[src/rtl/reorder_buffer.sv]
// reorder_buffer: circular in-order retirement buffer for an out-of-order core.
//
// Each entry holds valid, done, has_rd and pd_old. Dispatch allocates at the
// tail. Three functional units (alu, b, mem) mark entries done. The head
// retires in order, one entry per cycle, and returns pd_old to the freelist.
// A branch mispredict discards every entry younger than the branch.
//
// Ports:
//   clk, reset (async, active-low)
//   alloc_valid/alloc_ready/alloc_has_rd/alloc_pd_old/alloc_tag  - dispatch
//   {alu,b,mem}_done/{alu,b,mem}_tag                            - completions
//   mispredict/mispredict_tag                                   - branch flush
//   retire_valid/retire_tag/retire_has_rd/retire_pd_old         - retirement
//   count                                                       - occupancy
//   retired_count (only with ROB_PERF_CNT_EN defined)           - retire counter
//
// Optional feature macro: ROB_PERF_CNT_EN adds the 32-bit retired_count output.
module reorder_buffer #(
  parameter int DEPTH  = 16,
  parameter int PREG_W = 7,
  localparam int TAG_W = $clog2(DEPTH)
) (
  input  logic              clk,
  input  logic              reset,
  input  logic              alloc_valid,
  output logic              alloc_ready,
  input  logic              alloc_has_rd,
  input  logic [PREG_W-1:0] alloc_pd_old,
  output logic [TAG_W-1:0]  alloc_tag,
  input  logic              alu_done,
  input  logic [TAG_W-1:0]  alu_tag,
  input  logic              b_done,
  input  logic [TAG_W-1:0]  b_tag,
  input  logic              mem_done,
  input  logic [TAG_W-1:0]  mem_tag,
  input  logic              mispredict,
  input  logic [TAG_W-1:0]  mispredict_tag,
  output logic              retire_valid,
  output logic [TAG_W-1:0]  retire_tag,
  output logic              retire_has_rd,
  output logic [PREG_W-1:0] retire_pd_old,
  output logic [TAG_W:0]    count
`ifdef ROB_PERF_CNT_EN
  ,
  output logic [31:0]       retired_count
`endif
);

  localparam logic [TAG_W:0] DEPTH_C = (TAG_W+1)'(DEPTH);

  logic [TAG_W-1:0]  head;
  logic [TAG_W-1:0]  tail;
  logic [DEPTH-1:0]  valid_q;
  logic [DEPTH-1:0]  done_q;
  logic [DEPTH-1:0]  has_rd_q;
  logic [PREG_W-1:0] pd_old_q [DEPTH];

  logic              alloc_fire;
  logic              mp_fire;
  logic [TAG_W-1:0]  mp_off;
  logic [TAG_W-1:0]  keep_mod;
  logic [TAG_W:0]    keep;
  logic [DEPTH-1:0]  flush;
  logic [DEPTH-1:0]  done_set;
  logic [DEPTH-1:0]  valid_d;
  logic [DEPTH-1:0]  done_d;
  logic [TAG_W:0]    count_d;
  logic [TAG_W-1:0]  tail_d;

  // Control and per-entry next state
  always_comb begin
    alloc_ready  = (count < DEPTH_C) && !mispredict;
    alloc_fire   = alloc_valid && alloc_ready;
    retire_valid = (count != '0) && valid_q[head] && done_q[head];
    mp_fire      = mispredict && valid_q[mispredict_tag];

    // Age is measured as distance from head; anything farther than the
    // branch is younger and gets flushed.
    mp_off = mispredict_tag - head;
    flush  = '0;
    for (int unsigned i = 0; i < DEPTH; i++) begin
      if (mp_fire && ((TAG_W'(i) - head) > mp_off)) flush[i] = 1'b1;
    end

    done_set = '0;
    if (alu_done && valid_q[alu_tag]) done_set[alu_tag] = 1'b1;
    if (b_done   && valid_q[b_tag])   done_set[b_tag]   = 1'b1;
    if (mem_done && valid_q[mem_tag]) done_set[mem_tag] = 1'b1;

    valid_d = valid_q & ~flush;
    done_d  = (done_q | done_set) & ~flush;
    if (retire_valid) begin
      valid_d[head] = 1'b0;
      done_d[head]  = 1'b0;
    end
    if (alloc_fire) begin
      valid_d[tail] = 1'b1;
      done_d[tail]  = 1'b0;
    end

    // Surviving span is head..branch inclusive; a zero modulo result can
    // only mean the branch is the youngest entry of a full buffer.
    keep_mod = mp_off + TAG_W'(1);
    keep     = (keep_mod == '0) ? DEPTH_C : {1'b0, keep_mod};

    if (mp_fire) begin
      count_d = keep - (TAG_W+1)'(retire_valid);
      tail_d  = mispredict_tag + TAG_W'(1);
    end else begin
      count_d = count + (TAG_W+1)'(alloc_fire) - (TAG_W+1)'(retire_valid);
      tail_d  = alloc_fire ? tail + TAG_W'(1) : tail;
    end
  end

  always_ff @(posedge clk or negedge reset) begin
    if (!reset) begin
      head    <= '0;
      tail    <= '0;
      count   <= '0;
      valid_q <= '0;
      done_q  <= '0;
    end else begin
      head    <= retire_valid ? head + TAG_W'(1) : head;
      tail    <= tail_d;
      count   <= count_d;
      valid_q <= valid_d;
      done_q  <= done_d;
    end
  end

  // Payload only matters while valid, so it is written on allocation alone.
  always_ff @(posedge clk or negedge reset) begin
    if (!reset) begin
      has_rd_q <= '0;
      for (int unsigned i = 0; i < DEPTH; i++) pd_old_q[i] <= '0;
    end else if (alloc_fire) begin
      has_rd_q[tail] <= alloc_has_rd;
      pd_old_q[tail] <= alloc_pd_old;
    end
  end

  always_comb begin
    alloc_tag = tail;
    if (count == '0) begin
      retire_tag    = '0;
      retire_has_rd = 1'b0;
      retire_pd_old = '0;
    end else begin
      retire_tag    = head;
      retire_has_rd = has_rd_q[head];
      retire_pd_old = pd_old_q[head];
    end
  end

`ifdef ROB_PERF_CNT_EN
  always_ff @(posedge clk or negedge reset) begin
    if (!reset) retired_count <= '0;
    else if (retire_valid) retired_count <= retired_count + 32'd1;
  end
`endif

endmodule

[config.mk]
export PLATFORM = sky130hd
export DESIGN_NAME = reorder_buffer
export DESIGN_NICKNAME = d
export VERILOG_FILES = /design/src/rtl/reorder_buffer.sv
export SDC_FILE = /design/constraint.sdc
export NUM_CORES = 1
export LEC_CHECK = 0
export CAP_MARGIN = 20
export CORE_AREA = 2 2 147 149
export DETAILED_ROUTE_END_ITERATION = 8
export DIE_AREA = 0 0 149 151
export GPL_TIMING_DRIVEN = 0
export HOLD_SLACK_MARGIN = 0.02
export PLACE_DENSITY = 0.68
export REMOVE_ABC_BUFFERS = 1
export SYNTH_ARGS = -nofsm -noshare
export SYNTH_HDL_FRONTEND = slang
export SYNTH_SLANG_ARGS = --single-unit
[constraint.sdc]
create_clock -name clk -period 4.1 [get_ports clk]
set_input_delay 0.82 -clock clk [delete_from_list [all_inputs] [get_ports clk]]
set_output_delay 0.82 -clock clk [all_outputs]
set_load 0.02 [all_outputs]
==> run_results.csv, run 1 <==
group,metric,value,unit
global_routing,use_met1,0.355,
clock_tree,numCtsBuffers,17,
timing,slew_violations,0,
timing,fmax,0.255,GHz
logic_synthesis,synth_area_leaders,"dfrtp_1, mux2_2, mux4_2, ha_1, nor2_1",
logic_synthesis,ys_seq_elements,173,
final_layout,drive_above_1_share,0.288,
clock_tree,clock_sinks,173,
pwr,power,9.81,mW
route,vias_per_cell,6.22,
clock_tree,path_clk_slew,70,ps
worst_hold_path,hold_path.class,"input port to async pin",
floorplanning,die_w,149,um
logic_synthesis,postSynthCellCount,857,
worst_setup_path,worst_ep_arrival_time,3110,ps
clock_tree,cts_buffer_depth,2,
placed_design,gp_congestion,0.936,
final_layout,final_cell_mix,"dfrtp_1, mux2_2, mux4_2",
worst_setup_path,start_kind,"register",
floorplanning,placementRows,53,
clock_tree,cts_tree,"built",
timing,relSlewSlack,0.275,
timing,fin_ws,175,ps
logic_synthesis,synthFlopType,"dfrtp_1",
worst_setup_path,cp_max_fo,28,
pwr,power_switching_share,0.403,
logic_synthesis,async_flop_share,1.00,
timing,fin_crit_sh,0.957,
placed_design,dp_hpwl,18.4,mm
pwr,p_leak,5.06,nW
worst_setup_path,critPathCaptureType,"output pin",
placed_design,portBuffers,53,
timing,tightest_slew,1080,ps
logic_synthesis,ys_seq_area_frac,0.419,
route,first_pass_iters,6,
timing,fin_worst_skew,13.3,ps
logic_synthesis,postSynthAreaPerCell,12.1,um2
worst_setup_path,critical_path_class,"register to output pin",
timing,hold_ws,298,ps
floorplanning,dieArea,22500,um2
logic_synthesis,syn_area,10300,um2
logic_synthesis,synth_cell_types,69,
floorplanning,core-area,20800,um2
route,postRouteAntennaNets,0,
clock_tree,cts-root-buf,"clkbuf_16",
timing,setup_viol,0,
logic_synthesis,synth.largest_area_cell,"dfrtp_1",
placed_design,place_ws,-1060,ps
pwr,power.switching,3.95,mW
worst_setup_path,worstPathRequired,3280,ps
route,remaining_drc_errors,0,
final_layout,final_common_cell,"dfrtp_1",
logic_synthesis,synth_top_area_share,0.419,
pwr,sequentialPowerShare,0.314,
logic_synthesis,ys.warnings.count,0,
timing,rsz0062_at_grt,"false",
route,wirelength,27.9,mm
clock_tree,h-tree-depth,4,
final_layout,area_delta_synth_final,14.1,%
status,outcome,"completed",
global_routing,grt.busiest_layer,"met2",
route,drtIter0Drc,587,
final_layout,n_antenna_cell,0,
placed_design,dp_cells,1148,
clock_tree,insertion_delay,440,ps
floorplanning,fp.dieH,151,um
global_routing,grt_max_degree,113,
global_routing,grt_antenna_before_repair,0,
global_routing,gr-total-overflow,0,
global_routing,grtUsageMet3,0.0542,
floorplanning,ios,54,
global_routing,use_met2,0.423,
floorplanning,start_util,0.496,
final_layout,stdcell_count,1182,
global_routing,grt_pass1_vias,7392,
timing,finalHoldViolations,0,
job,maxCapViolations,0,
pwr,pwr-share-clk,0.154,
route,routedWlPerCell,23.6,um
worst_setup_path,rrSetupSlack,220,ps
pwr,peakVddDrop,0.336,mV
global_routing,grt_pass1_wl,43.8,mm
global_routing,grtUsageTotal,0.261,
pwr,power_density,832,nW/um2
pwr,p_int,5.86,mW
pwr,pwr-share-comb,0.533,
logic_synthesis,synth-edff-count,0,
final_layout,nets,971,
route,vias,7355,
timing,min_period,3930,ps
[path summary, 6_finish.rpt]
check,from,to,cells past startpoint
setup / recovery,head[1],retire_valid,5
max in group asynchronous,reset,pd_old_q[111],2
hold / removal,reset,pd_old_q[53],1
setup reg to reg,head[2],valid_q[4],8
min in group clk,pd_old_q[30],pd_old_q[30],1
hold reg to reg,pd_old_q[30],pd_old_q[30],1
[critical path, stage by stage, from the launching register on]
cell and delay [ps]:
dfrtp_4 620, buf_12 240, o21ai_0 330, nand4_1 260
o32ai_4 520, clkdlybuf4s50_1 690
[power groups by stage]
stage	clock network (mW)	registers (mW)	logic, mW
3_5_place_dp	0	3.08	5.08
6_report	1.51	3.08	5.23
5_1_grt	1.62	3.18	5.73
3_3_place_gp	0	3.23	4.72
2_1_floorplan	0	3.02	3.60
4_1_cts	1.53	3.06	5.16
[layout make-up]
class                      count  area (um2)
clock buffer                  17         425
clock inverter                13         110
multi-input combinational    601        5720
sequential                   173        4340
tap                          275         344
timing repair buffer          64         698
inverter                      39         150
fill                        1713        9030
[sequential cells by signal, summed over array words and instances (netlist names)]
signal	cells
has_rd_q	16
valid_q	16
head	4
done_q	16
count	5
alloc_tag	4
pd_old_q	112
[cell families after synthesis]
group / share of synthesized area
buffers and inverters: 0.0330
AO/OA/AOI/OAI: 0.0907
adder cells (fa/ha/maj): 0.0598
multiplexers: 0.269
flip-flops: 0.419
XOR/XNOR: 0.0246
AND/OR/NAND/NOR: 0.104
[Yosys cell counts (17+ instances only)]
master,count
a21oi_1,24
clkbuf_1,23
dfrtp_1,173
ha_1,42
inv_1,37
mux2_2,128
mux4_2,55
nand2_1,39
nand3_1,27
nor2_1,42
nor2b_1,17
o21ai_0,17
[repair_timing]
item                       4_1_cts  5_1_grt
gates resized for setup          9        3
setup endpoints to repair       25        6
pin swaps                        0        1
setup buffers                    1        3
hold buffers                     0        0
[layer usage]
metal,part of all wire,wire length [um]
met5,0,0
met4,0.027,759
met1,0.43,11900
met3,0.071,1980
met2,0.48,13300
[metrics by stage]
stage,util,area (um2),TNS [ps]
after floorplan,-,10100,-38530
after global placement,0.529,11000,-1025440
after detailed placement,0.537,11200,-19100
after CTS,0.564,11800,0
after global routing,0.566,11800,0
final,0.566,11800,0
Note: power is estimated with default switching activity, not from simulation.
==> inputs of run 2 (changes only) <==
Settings changed: DONT_BUFFER_PORTS set to 1, PLACE_DENSITY 0.68 to not set.
==> run 2 against run 1 <==
Sequential power up 3%. Hold slack worse by 240 ps. Global-route usage up 0.97 points. Core utilization down 2.1 points. Register-to-register slack worse by 30 ps. Sequential share of layout area up 1.4 points. Critical path depth up 6. Clock power up 11%. Worst setup slack better by 18 ps. Largest cell class unchanged.
==> run_results.csv, run 2 (same netlist as run 1, synthesis figures left out) <==
group,metric,value,unit
route,drtIter0Drc,714,
placed_design,place_ws,-438,ps
pwr,power_density,865,nW/um2
clock_tree,ctsHoldBuffers,0,
floorplanning,fp.dieH,151,um
floorplanning,start_util,0.496,
final_layout,nets,924,
timing,fin_worst_skew,14.9,ps
timing,setup_viol,0,
final_layout,largest_register_ffs,112,
global_routing,grt_pass1_vias,7690,
floorplanning,core-area,20800,um2
timing,min_period,3910,ps
global_routing,grtUsageTotal,0.271,
final_layout,largest-register,"pd_old_q",
clock_tree,cts-root-buf,"clkbuf_16",
worst_setup_path,critical_path_class,"register to register",
final_layout,final_cell_mix,"dfrtp_1, mux2_2, mux4_2",
pwr,p_leak,4.90,nW
job,maxCapViolations,0,
timing,finalHoldViolations,0,
worst_hold_path,hold_path.class,"input port to async pin",
clock_tree,clock_sinks,173,
pwr,power.switching,4.15,mW
pwr,pwr-share-comb,0.506,
final_layout,n_antenna_cell,0,
worst_setup_path,start_kind,"register",
placed_design,portBuffers,0,
clock_tree,insertion_delay,450,ps
global_routing,gr-total-overflow,0,
clock_tree,numCtsBuffers,17,
placed_design,gp_congestion,0.974,
clock_tree,path_clk_slew,90,ps
floorplanning,ios,54,
floorplanning,die_w,149,um
timing,slew_violations,0,
pwr,peakVddDrop,0.373,mV
pwr,p_int,5.68,mW
route,routedWlPerCell,25.8,um
status,outcome,"completed",
route,vias_per_cell,6.55,
pwr,pwr-share-clk,0.170,
clock_tree,cts_buffer_depth,2,
timing,fmax,0.256,GHz
route,postRouteAntennaNets,0,
final_layout,area_delta_synth_final,9.89,%
pwr,power,9.82,mW
clock_tree,cts_tree,"built",
route,vias,7442,
timing,tightest_slew,1130,ps
worst_setup_path,worstPathRequired,4480,ps
worst_setup_path,cp_max_fo,29,
final_layout,drive_above_1_share,0.313,
timing,fin_ws,193,ps
timing,fin_crit_sh,0.953,
worst_setup_path,worst_ep_arrival_time,4280,ps
floorplanning,dieArea,22500,um2
final_layout,fillCellCount,1764,
pwr,sequentialPowerShare,0.324,
floorplanning,placementRows,53,
clock_tree,h-tree-depth,4,
final_layout,final_common_cell,"dfrtp_1",
route,first_pass_iters,5,
placed_design,dp_hpwl,19.5,mm
global_routing,grt_max_degree,174,
timing,rsz0062_at_grt,"false",
global_routing,grt_antenna_before_repair,0,
global_routing,grt_pass1_wl,45.2,mm
route,remaining_drc_errors,0,
timing,relSlewSlack,0.244,
worst_setup_path,critPathCaptureType,"register",
pwr,power_switching_share,0.422,
route,wirelength,29.3,mm
-- run 2: cell count changes in the layout (fill, tap and decap cells not counted), sizes merged --
cell and delta:
clkdlybuf4s50 -50, clkinvlp -2, dlymetal6s2s -1, inv +4, buf +5, clkdlybuf4s15 -1
-- run 2: final cells by class --
type | instances | area (um2) | share of cell area
clock buffer | 17 | 425 | 0.0375
clock inverter | 15 | 180 | 0.0159
inverter | 39 | 154 | 0.0136
multi-input combinational | 601 | 5730 | 0.504
sequential | 173 | 4340 | 0.382
tap | 275 | 344 | 0.0303
timing repair buffer | 17 | 183 | 0.0161
-- run 2: path summary, 6_finish.rpt --
path                                      to  slack (ps)  cells after the start         start
worst max-delay path               done_q[3]         190                     11       head[1]
worst min-delay path             valid_q[11]          60                      0         reset
worst max register to register     done_q[3]         190                     11       head[1]
worst min register to register  pd_old_q[86]         500                      1  pd_old_q[86]
max in group asynchronous            head[2]        3720                      0         reset
min in group clk                pd_old_q[86]         500                      1  pd_old_q[86]
-- run 2: worst max-delay path: stages, from the launching register on --
cell	delay (ps)
dfrtp_4	620
buf_12	270
clkinvlp_4	250
fa_1	600
inv_1	140
ha_1	380
nor2b_1	180
a2bb2oi_1	130
maj3_2	340
maj3_2	320
a32oi_1	340
o311a_1	240
-- run 2: repair_timing --
| action | CTS | global route |
|---|---|---|
| endpoints found under the setup margin | 18 | 10 |
| setup buffers | 4 | 5 |
| resized for setup | 7 | 3 |
| pin swaps | 1 | 0 |
| endpoints found under the hold margin | 0 | 0 |
-- run 2: routing by layer --
| layer | vias up | GRT usage | wire, um |
|---|---|---|---|
| met5 | - | 0 | 0 |
| met4 | 0 | 0.0967 | 968 |
| met3 | 77 | 0.0554 | 1950 |
| met2 | 323 | 0.449 | 14400 |
| met1 | 3826 | 0.355 | 12000 |
| li1 | 3216 | - | - |
-- run 2: power by group through the flow --
stage / Clock, mW / Sequential [mW] / Combinational, mW
6_report: 1.67 / 3.18 / 4.96
5_1_grt: 1.77 / 3.27 / 5.39
3_3_place_gp: 0 / 3.30 / 4.30
2_1_floorplan: 0 / 3.02 / 3.60
4_1_cts: 1.70 / 3.17 / 4.87
3_5_place_dp: 0 / 3.19 / 4.76
-- run 2: through the flow --
step / hold slack [ps] / area [um2] / std cells / util / TNS [ps]
final: 57.4 / 11400 / 1137 / 0.545 / 0
after global routing: 43.7 / 11400 / 1137 / 0.545 / 0
after floorplan: 474 / 10100 / 813 / - / -38530
after CTS: 58.3 / 11300 / 1131 / 0.542 / 0
after detailed placement: 489 / 10600 / 1095 / 0.510 / -2150
after global placement: 481 / 10500 / 1088 / 0.503 / -156960
